[src/rtl/iir_pkg.sv]
// Shared constants for the first-order IIR filter pair (forward filter and inverse).
// Both sides take their coefficients from here so they stay matched.
package iir_pkg;
  localparam int              IIR_WIDTH = 16;
  localparam int              IIR_A_MAG = 2;
  localparam int              IIR_B     = 3;
  localparam logic [15:0]     IIR_B_INV = 16'hAAAB;

  typedef enum logic [1:0] {
    IDLE = 2'd0,
    MUL  = 2'd1,
    DONE = 2'd2
  } iir_state_e;
endpackage

[src/rtl/iir_inverse_filter_if.sv]
// Sample stream handshake: y samples in, recovered x samples out.
interface iir_inverse_filter_if #(
  parameter int WIDTH = 16
);
  logic                    in_valid;
  logic                    in_ready;
  logic signed [WIDTH-1:0] y_val;
  logic                    out_valid;
  logic                    out_ready;
  logic signed [WIDTH-1:0] x_val;

  modport master (output in_valid, y_val, out_ready, input in_ready, out_valid, x_val);
  modport slave  (input in_valid, y_val, out_ready, output in_ready, out_valid, x_val);
endinterface

[src/rtl/seq_mul_mod.sv]
// Shift-add multiplier, product truncated to WIDTH bits. One bit of b per cycle,
// WIDTH cycles after start; done is high during the final cycle and product is
// valid in that same cycle.
module seq_mul_mod #(
  parameter int WIDTH = 16
) (
  input  logic             clk,
  input  logic             rst_n,
  input  logic             clear,
  input  logic             start,
  input  logic [WIDTH-1:0] a,
  input  logic [WIDTH-1:0] b,
  output logic             done,
  output logic [WIDTH-1:0] product
);
  localparam int CW = (WIDTH > 1) ? $clog2(WIDTH) : 1;

  logic [WIDTH-1:0] aq;
  logic [WIDTH-1:0] acc;
  logic [CW-1:0]    cnt;
  logic             busy;
  logic [WIDTH-1:0] term;

  // aq is a shifted left once per cycle, so it pairs with b[cnt]
  assign term    = b[cnt] ? aq : '0;
  assign product = acc + term;
  assign done    = busy && (cnt == CW'(WIDTH - 1));

  // accumulate one partial product per cycle
  always_ff @(posedge clk or negedge rst_n) begin
    if (!rst_n) begin
      aq   <= '0;
      acc  <= '0;
      cnt  <= '0;
      busy <= 1'b0;
    end else if (clear) begin
      busy <= 1'b0;
    end else if (start) begin
      aq   <= a;
      acc  <= '0;
      cnt  <= '0;
      busy <= 1'b1;
    end else if (busy) begin
      aq  <= aq << 1;
      acc <= product;
      cnt <= cnt + 1'b1;
      if (done) busy <= 1'b0;
    end
  end
endmodule

[src/rtl/iir_inverse_filter.sv]
// Inverse of y(n) = -A_MAG*y(n-1) + B*x(n): x(n) = (y(n) + A_MAG*y(n-1)) * B^-1 mod 2^WIDTH.
// The division by B is a multiply by its modular inverse, done serially.
module iir_inverse_filter
  import iir_pkg::*;
#(
  parameter int               WIDTH = IIR_WIDTH,
  parameter int               A_MAG = IIR_A_MAG,
  parameter int               B     = IIR_B,
  parameter logic [WIDTH-1:0] B_INV = IIR_B_INV
) (
  input logic                 clk,
  input logic                 rst_n,
  input logic                 clear,
  iir_inverse_filter_if.slave bus
);
  localparam logic [WIDTH-1:0] AM   = WIDTH'(A_MAG);
  localparam logic [WIDTH-1:0] BW   = WIDTH'(B);
  localparam logic [WIDTH-1:0] BCHK = BW * B_INV;

  if (BCHK != WIDTH'(1)) begin : g_bad_inv
    $error("iir_inverse_filter: B*B_INV is not 1 mod 2^WIDTH");
  end
  if (B % 2 == 0) begin : g_even_b
    $error("iir_inverse_filter: B must be odd");
  end

  iir_state_e       state, state_nxt;
  logic [WIDTH-1:0] y_prev;
  logic [WIDTH-1:0] num;
  logic [WIDTH-1:0] x_q;
  logic [WIDTH-1:0] product;
  logic             start;
  logic             mul_done;

  assign num           = bus.y_val + AM * y_prev;
  assign bus.in_ready  = rst_n && !clear && (state == IDLE);
  assign bus.out_valid = (state == DONE);
  assign bus.x_val     = x_q;
  assign start         = bus.in_valid && bus.in_ready;

  seq_mul_mod #(.WIDTH(WIDTH)) u_mul (
    .clk     (clk),
    .rst_n   (rst_n),
    .clear   (clear),
    .start   (start),
    .a       (num),
    .b       (B_INV),
    .done    (mul_done),
    .product (product)
  );

  // state register
  always_ff @(posedge clk or negedge rst_n) begin
    if (!rst_n) state <= IDLE;
    else        state <= state_nxt;
  end

  // next state; clear overrides everything
  always_comb begin
    state_nxt = state;
    case (state)
      IDLE:    if (start) state_nxt = MUL;
      MUL:     if (mul_done) state_nxt = DONE;
      DONE:    if (bus.out_ready) state_nxt = IDLE;
      default: state_nxt = IDLE;
    endcase
    if (clear) state_nxt = IDLE;
  end

  // history advances only on an accepted sample
  always_ff @(posedge clk or negedge rst_n) begin
    if (!rst_n)     y_prev <= '0;
    else if (clear) y_prev <= '0;
    else if (start) y_prev <= bus.y_val;
  end

  // result register, loaded once on the MUL->DONE transition
  always_ff @(posedge clk or negedge rst_n) begin
    if (!rst_n)                          x_q <= '0;
    else if (clear)                      x_q <= '0;
    else if (state == MUL && mul_done)   x_q <= product;
  end
endmodule

[src/flat_wrapper.sv]
// flat-port wrapper written by rule: the top's interface ports become plain ports
module iir_inverse_filter_flat import iir_pkg::*;
#(
  parameter int               WIDTH = IIR_WIDTH,
  parameter int               A_MAG = IIR_A_MAG,
  parameter int               B     = IIR_B,
  parameter logic [WIDTH-1:0] B_INV = IIR_B_INV
)
  (clk, rst_n, clear, bus_in_valid, bus_y_val, bus_out_ready, bus_in_ready, bus_out_valid, bus_x_val);
  iir_inverse_filter_if #(.WIDTH(WIDTH)) bus_i ();
  input logic clk;
  input logic rst_n;
  input logic clear;
  input wire logic [$bits(bus_i.in_valid)-1:0] bus_in_valid;
  input wire logic [$bits(bus_i.y_val)-1:0] bus_y_val;
  input wire logic [$bits(bus_i.out_ready)-1:0] bus_out_ready;
  output wire logic [$bits(bus_i.in_ready)-1:0] bus_in_ready;
  output wire logic [$bits(bus_i.out_valid)-1:0] bus_out_valid;
  output wire logic [$bits(bus_i.x_val)-1:0] bus_x_val;
  assign bus_i.in_valid = bus_in_valid;
  assign bus_i.y_val = bus_y_val;
  assign bus_i.out_ready = bus_out_ready;
  assign bus_in_ready = bus_i.in_ready;
  assign bus_out_valid = bus_i.out_valid;
  assign bus_x_val = bus_i.x_val;
  iir_inverse_filter #(.WIDTH(WIDTH), .A_MAG(A_MAG), .B(B), .B_INV(B_INV)) u_core (.clk(clk), .rst_n(rst_n), .clear(clear), .bus(bus_i));
endmodule
[config.mk]
export PLATFORM = sky130hd
export DESIGN_NAME = iir_inverse_filter_flat
export DESIGN_NICKNAME = d
export VERILOG_FILES = /design/src/rtl/iir_pkg.sv /design/src/rtl/iir_inverse_filter_if.sv /design/src/rtl/seq_mul_mod.sv /design/src/rtl/iir_inverse_filter.sv /design/src/flat_wrapper.sv
export SDC_FILE = /design/constraint.sdc
export NUM_CORES = 1
export LEC_CHECK = 0
export CAP_MARGIN = 15
export CELL_PAD_IN_SITES_DETAIL_PLACEMENT = 1
export CELL_PAD_IN_SITES_GLOBAL_PLACEMENT = 2
export CORE_MARGIN = 2
export CORE_UTILIZATION = 30
export DETAILED_ROUTE_END_ITERATION = 7
export HOLD_SLACK_MARGIN = 0.12
export PLACE_DENSITY = 0.71
export SLEW_MARGIN = 20
export SYNTH_ARGS = -nofsm -noshare
export SYNTH_HDL_FRONTEND = slang
export SYNTH_SLANG_ARGS = --single-unit
[constraint.sdc]
create_clock -name clk -period 3 [get_ports clk]
set_input_delay 0.3 -clock clk [delete_from_list [all_inputs] [get_ports clk]]
set_output_delay 0.3 -clock clk [all_outputs]
set_load 0.01 [all_outputs]
==> impl_metrics.yaml, run 1 <==
global_routing:
  grt_use_met1_pct: 20.1
  grtUsageMet3_pct: 2.66
  antenna_found_initial: 0
  top_usage_layer: "met2"
  grtUsageMet2_pct: 26.6
  grt_max_degree: 71
  track_usage_pct: 15.6
  grt_overflow_total: 0
  grt_pass1_wl_um: 19700
  grt_pass1_vias: 3819
power:
  p_leak_nw: 2.47
  p_per_area_nw_per_um2: 775
  max-vdd-ir-drop_mv: 0.265
layout:
  fillers: 1674
  num-nets-final: 595
  final_area_um2: 5480
  drive_gt1_share_pct: 13.0
  final_util_pct: 38.0
  diodes: 0
  layout_commonest_cell: "nand2_1"
  area_growth_syn_to_layout_pct: 24.9
  layout_common_cells: "nand2_1 (98), dfrtp_1 (68), a21oi_1 (37), clkdlybuf4s50_1 (37)"
floorplan:
  fp.dieW_um: 125
  ios: 39
  die_h_um: 125
  die-area_um2: 15600
  rows: 44
  coreArea_um2: 14400
  start_util_pct: 30.4
critical_path:
  critPathArrivalTime_ns: 3.06
  crit_slowest_cell: "or3b_2"
  worstPathRequired_ns: 3.19
  worstSetupStartpointType: "flip-flop"
  worstSetupPathType: "flip-flop to flip-flop"
  cp_cell_sequence: "inv_1 > ha_1 > o31ai_4 > buf_6 > and2_1 > ha_1 > a21o_1 > a21oi_1 > or3b_2 > o221ai_2 > xnor2_2 > a21oi_1"
  end_kind: "flip-flop"
  cp_max_fo: 8
  max_stage_delay_ns: 0.48
clocking:
  h-tree-depth: 3
  cts_sinks: 70
  tritoncts: "done"
  cts_hold_buf: 0
  cts_buffers: 9
  clockBufferDepth: 2
  cts-root-buf: "clkbuf_16"
  clk_latency_ns: 0.33
  clk_pin_slew_ns: 0.06
synthesis:
  yosys_register_bits: 70
  async_reset_ff_share_pct: 100
  synthCells: 496
  syn-num-nets: 550
  yosysWarnings: 0
  synth.distinct_cells: 49
  syn_area_per_cell_um2: 8.84
  synth_area_um2: 4380
  synth_edf_count: 0
  synth_seq_area_share_pct: 40.0
  ys.flop_type: "dfrtp_1"
timing:
  rsz0062_at_grt: "yes"
  slew_viol_final: 0
  fin_crit_ns: 2.88
  worst_slew_pin_slew_ns: 0.919
  setup_viol: 0
  hold_viol: 0
  period_share_pct: 95.9
  fmax_mhz: 347
  max-slew-margin-rel_pct: 38.8
  tns_ns: 0
  clock-skew-final_ns: 0.00540
place:
  placed_area_um2: 5040
  place_congestion: 0.856
  hpwl_um: 8630
  io_buffer_count: 38
route:
  finalWirelength_um: 12200
  drc: 0
  wl_per_cell_um: 16.7
  ant_nets: 0
  firstDrtPassIters: 4
  drtIter0Drc: 178
  via_count: 3685
  vias_per_cell: 5.05
worst_hold_path:
  worstHoldPathType: "input port to async pin"
run:
  cap_viol_max_count: 0
status:
  status: "complete, no violations"
-- critical path, delay by kind of cell (launching register included) --
family | cells | cell delay (ns)
xor+xnor | 1 | 0.15
compound gates | 5 | 0.89
fa+ha+maj | 2 | 0.47
buf+inv | 2 | 0.22
simple gates | 2 | 0.64
flops | 1 | 0.35
-- repair_timing --
item                       CTS  global route
setup buffers                0             2
setup endpoints to repair    0            16
gates resized for setup      0            39
-- power breakdown --
group	internal, mW	total (mW)	switching (mW)
Sequential	1.11	1.24	0.125
Combinational	0.891	2.07	1.18
Clock	0.553	0.944	0.391
Total	2.56	4.25	1.69
-- metal layers --
layer  vias up  part of all wire [%]
li1       1832                     -
met1      1793                    47
met2        46                    49
met3        14                   2.5
met4         0                   1.4
met5         -                     0
-- final cells by class --
| type | instances | area (um2) | share of cell area (%) |
|---|---|---|---|
| Multi-Input combinational cell | 393 | 2660 | 48.6 |
| Sequential cell | 70 | 1750 | 32.0 |
| Timing Repair Buffer | 58 | 548 | 10.0 |
| Clock buffer | 13 | 240 | 4.39 |
| Tap cell | 184 | 230 | 4.20 |
| Inverter | 9 | 33.8 | 0.617 |
| Clock inverter | 2 | 10.0 | 0.183 |
-- cell families after synthesis --
logic type | share of synthesized area (%)
compound gates | 19.8
mux | 0.685
fa+ha+maj | 9.76
buf+inv | 2.91
simple gates | 21.3
flops | 40.0
xor+xnor | 5.59
-- synthesized netlist by cell type (2+ instances only) --
| cell | instances | area share, % |
|---|---|---|
| nand4_1 | 4 | 0.57 |
| and2_1 | 16 | 2.3 |
| clkbuf_1 | 19 | 1.6 |
| o21ai_1 | 4 | 0.46 |
| nand3_1 | 9 | 1.0 |
| o31ai_1 | 4 | 0.68 |
| o21a_1 | 6 | 1.0 |
| o211ai_1 | 4 | 0.68 |
| a21oi_1 | 43 | 4.9 |
| nand3b_1 | 14 | 2.4 |
| a21o_1 | 11 | 1.9 |
| a211oi_1 | 5 | 0.86 |
| xnor2_1 | 18 | 3.6 |
| nand2b_1 | 6 | 0.86 |
| mux2i_1 | 3 | 0.68 |
| o21ai_0 | 27 | 3.1 |
| nand2_1 | 98 | 8.4 |
| fa_1 | 2 | 0.91 |
| nor2b_1 | 3 | 0.43 |
| o221ai_1 | 2 | 0.40 |
| inv_1 | 9 | 0.77 |
| ha_1 | 31 | 8.8 |
| o22ai_1 | 2 | 0.29 |
| xor2_1 | 10 | 2.0 |
| buf_1 | 2 | 0.17 |
| a31oi_1 | 8 | 1.1 |
| dfrtp_1 | 70 | 40 |
| buf_2 | 3 | 0.34 |
| and3_1 | 10 | 1.4 |
| nor2_1 | 23 | 2.0 |
| nor3_1 | 4 | 0.46 |
| a22o_1 | 9 | 1.8 |
-- per-stage QoR --
| step | hold slack (ns) | instances | power (mW) | setup WS [ns] |
|---|---|---|---|---|
| floorplan | 0.00441 | 496 | 2.50 | 0.0927 |
| CTS | 0.259 | 726 | 4.00 | 0.0216 |
| finish | 0.199 | 729 | 4.25 | 0.122 |
| global route | 0.299 | 729 | 4.58 | -0.0520 |
| global placement | 0.464 | 711 | 2.98 | 0.0993 |
| detailed placement | 0.474 | 711 | 3.02 | 0.0283 |
-- sequential cells by signal, indices dropped and copies added, names as in the netlist --
name               count
u_core.bus.x_val      16
u_core.u_mul.acc      16
u_core.u_mul.aq       16
u_core.y_prev         15
u_core.u_mul.cnt       4
u_core.state           2
u_core.u_mul.busy      1
-- path summary, 6_finish.rpt --
kind | depth (start not counted) | slack (ns) | start | endpoint
worst max register to register | 12 | 0.12 | u_core.u_mul.cnt[0] | u_core.u_mul.acc[15]
min in group clk | 2 | 0.48 | u_core.bus.x_val[11] | u_core.bus.x_val[11]
max in group asynchronous | 2 | 2.16 | rst_n | u_core.u_mul.cnt[2]
worst min-delay path | 2 | 0.20 | rst_n | u_core.bus.x_val[2]
worst max-delay path | 12 | 0.12 | u_core.u_mul.cnt[0] | u_core.u_mul.acc[15]
worst min register to register | 2 | 0.48 | u_core.bus.x_val[11] | u_core.bus.x_val[11]
Power figures use the tool's default switching activity.
==> run 2, diff against run 1 <==
--- a/config.mk
+++ b/config.mk
@@ -11,6 +11,7 @@
 export CORE_MARGIN = 2
 export CORE_UTILIZATION = 30
 export DETAILED_ROUTE_END_ITERATION = 7
+export GPL_ROUTABILITY_DRIVEN = 0
 export HOLD_SLACK_MARGIN = 0.12
 export PLACE_DENSITY = 0.71
 export SLEW_MARGIN = 20
==> results of run 2 <==
No change in the layout: final DEF, timing and power equal those of run 1.
==> run 3, diff against run 2 <==
--- a/config.mk
+++ b/config.mk
@@ -5,7 +5,6 @@
 export SDC_FILE = /design/constraint.sdc
 export NUM_CORES = 1
 export LEC_CHECK = 0
-export CAP_MARGIN = 15
 export CELL_PAD_IN_SITES_DETAIL_PLACEMENT = 1
 export CELL_PAD_IN_SITES_GLOBAL_PLACEMENT = 2
 export CORE_MARGIN = 2
@@ -13,7 +12,7 @@
 export DETAILED_ROUTE_END_ITERATION = 7
 export GPL_ROUTABILITY_DRIVEN = 0
 export HOLD_SLACK_MARGIN = 0.12
-export PLACE_DENSITY = 0.71
+export PLACE_DENSITY = 0.69
 export SLEW_MARGIN = 20
 export SYNTH_ARGS = -nofsm -noshare
 export SYNTH_HDL_FRONTEND = slang
==> constraint.sdc (replaced) <==
create_clock -name clk -period 3.2 [get_ports clk]
set_input_delay 0.32 -clock clk [delete_from_list [all_inputs] [get_ports clk]]
set_output_delay 0.32 -clock clk [all_outputs]
set_load 0.01 [all_outputs]
==> run 3 against run 2 <==
Critical path depth did not move. Wire length fell by 2.7%. Worst setup slack improved by 0.13 ns. Clock power rose by 15%. First-iteration DRC count fell by 1.1%. Die area did not move. Via count rose by 0.33%. Sequential share of layout area rose by 0.85 points. Maximum frequency fell by 2.2%. Hold slack improved by 0.0097 ns. Non-clock buffer count fell by 7. Combinational power fell by 22%.
==> impl_metrics.yaml, run 3 (synthesized netlist as in run 1, its figures left out) <==
critical_path:
  max_stage_delay_ns: 0.41
  critPathArrivalTime_ns: 3.17
  worstSetupStartpointType: "flip-flop"
  ff2ff_path_depth: 12
  r2r_start: "u_core.u_mul.cnt[0]"
  cp_max_fo: 12
  end_kind: "flip-flop"
  worstSetupPathType: "flip-flop to flip-flop"
  cp_cell_sequence: "inv_1 > ha_1 > o31ai_1 > buf_4 > and2_1 > ha_1 > a21o_1 > a21oi_1 > or3b_1 > o221ai_2 > xnor2_1 > a21oi_1"
  crit_slowest_cell: "dfrtp_1"
  worstPathRequired_ns: 3.43
  rrSetupSlack_ns: 0.26
  worstReg2RegEnd: "u_core.u_mul.acc[15]"
layout:
  diodes: 0
  multi_input_area_um2: 2520
  fillers: 1715
  layout_commonest_cell: "nand2_1"
  fin_cells: 723
  area_growth_syn_to_layout_pct: 21.5
  drive_gt1_share_pct: 8.16
  final_util_pct: 36.9
  num-nets-final: 588
  final_area_um2: 5330
  seqCellArea_um2: 1750
  layout_common_cells: "nand2_1 (98), dfrtp_1 (70), a21oi_1 (41)"
clocking:
  cts-root-buf: "clkbuf_16"
  clockBufferDepth: 2
  clk_latency_ns: 0.34
  tritoncts: "done"
  clk_pin_slew_ns: 0.06
  cts_buffers: 9
  cts_sinks: 70
  h-tree-depth: 3
place:
  dp_cells: 705
  pre_cts_ws_ns: 0.165
  placed_area_um2: 4980
  io_buffer_count: 38
  hpwl_um: 8350
floorplan:
  coreArea_um2: 14400
  fp.dieW_um: 125
  ios: 39
  rows: 44
  die_h_um: 125
  die-area_um2: 15600
  start_util_pct: 30.4
global_routing:
  grt_pass1_wl_um: 20100
  grt_max_degree: 71
  grt_pass1_vias: 3925
  antenna_found_initial: 0
  track_usage_pct: 16.1
  grt_overflow_total: 0
power:
  p_per_area_nw_per_um2: 727
  max-vdd-ir-drop_mv: 0.251
  total_power_mw: 3.88
  p_leak_nw: 2.45
timing:
  setup_viol: 0
  timing.hold.ws_ns: 0.208
  worst_slew_pin_slew_ns: 0.952
  slew_viol_final: 0
  max-slew-margin-rel_pct: 36.6
  hold_viol: 0
  fmax_mhz: 340
  fin_crit_ns: 2.94
  tns_ns: 0
  period_share_pct: 92.0
  rsz0062_at_grt: "no"
  clock-skew-final_ns: 0.00765
  timing.final.ws_setup_ns: 0.256
route:
  drtIter0Drc: 176
  ant_nets: 0
  wl_per_cell_um: 16.4
  drc: 0
  via_count: 3697
  vias_per_cell: 5.11
  firstDrtPassIters: 4
  finalWirelength_um: 11800
worst_hold_path:
  worstHoldPathType: "input port to async pin"
run:
  cap_viol_max_count: 0
status:
  status: "complete, no violations"
run 3: worst max-delay path by stage:
stage	depth (start not counted)	slack, ns	to	from
after floorplan	12	0.29	u_core.u_mul.acc[15]	u_core.u_mul.cnt[0]
after global placement	12	0.25	u_core.bus.x_val[12]	u_core.u_mul.cnt[0]
after detailed placement	12	0.16	u_core.bus.x_val[12]	u_core.u_mul.cnt[0]
after CTS	12	0.16	u_core.bus.x_val[12]	u_core.u_mul.cnt[0]
after global routing	12	0.01	u_core.u_mul.acc[14]	u_core.u_mul.cnt[0]
final	12	0.26	u_core.u_mul.acc[15]	u_core.u_mul.cnt[0]
run 3: repair_timing:
| action | in CTS | in global routing |
|---|---|---|
| buffers inserted | 0 | 2 |
| hold buffers | 0 | 0 |
| gates resized for setup | 0 | 3 |
| setup endpoints to repair | 0 | 8 |
run 3: area by class of cell:
| cell class | instances | share of cell area [%] |
|---|---|---|
| inverter | 9 | 0.634 |
| tap | 184 | 4.32 |
| multi-input combinational | 393 | 47.3 |
| clock buffer | 12 | 4.63 |
| clock inverter | 4 | 1.31 |
| timing repair buffer | 51 | 8.92 |
| sequential | 70 | 32.9 |
run 3: critical path: cells and delay by family (launching register included):
family	cells	cell delay [ns]
compound gates	5	0.92
xor+xnor	1	0.17
fa+ha+maj	2	0.50
buf+inv	2	0.28
flops	1	0.41
simple gates	2	0.53
run 3: per-layer routing:
metal | share of wire [%] | global-route usage (%) | wire length, um
met1 | 48 | 20.7 | 5640
met2 | 47 | 26.7 | 5540
met3 | 4.4 | 4.30 | 516
met4 | 1.2 | 4.44 | 140
met5 | 0 | 0 | 0
run 3: report_power, final:
part | leakage [nW] | internal, mW | switching [mW]
clock network | 0.157 | 0.702 | 0.391
registers | 0.921 | 1.04 | 0.120
logic | 1.37 | 0.678 | 0.944
total | 2.45 | 2.42 | 1.45
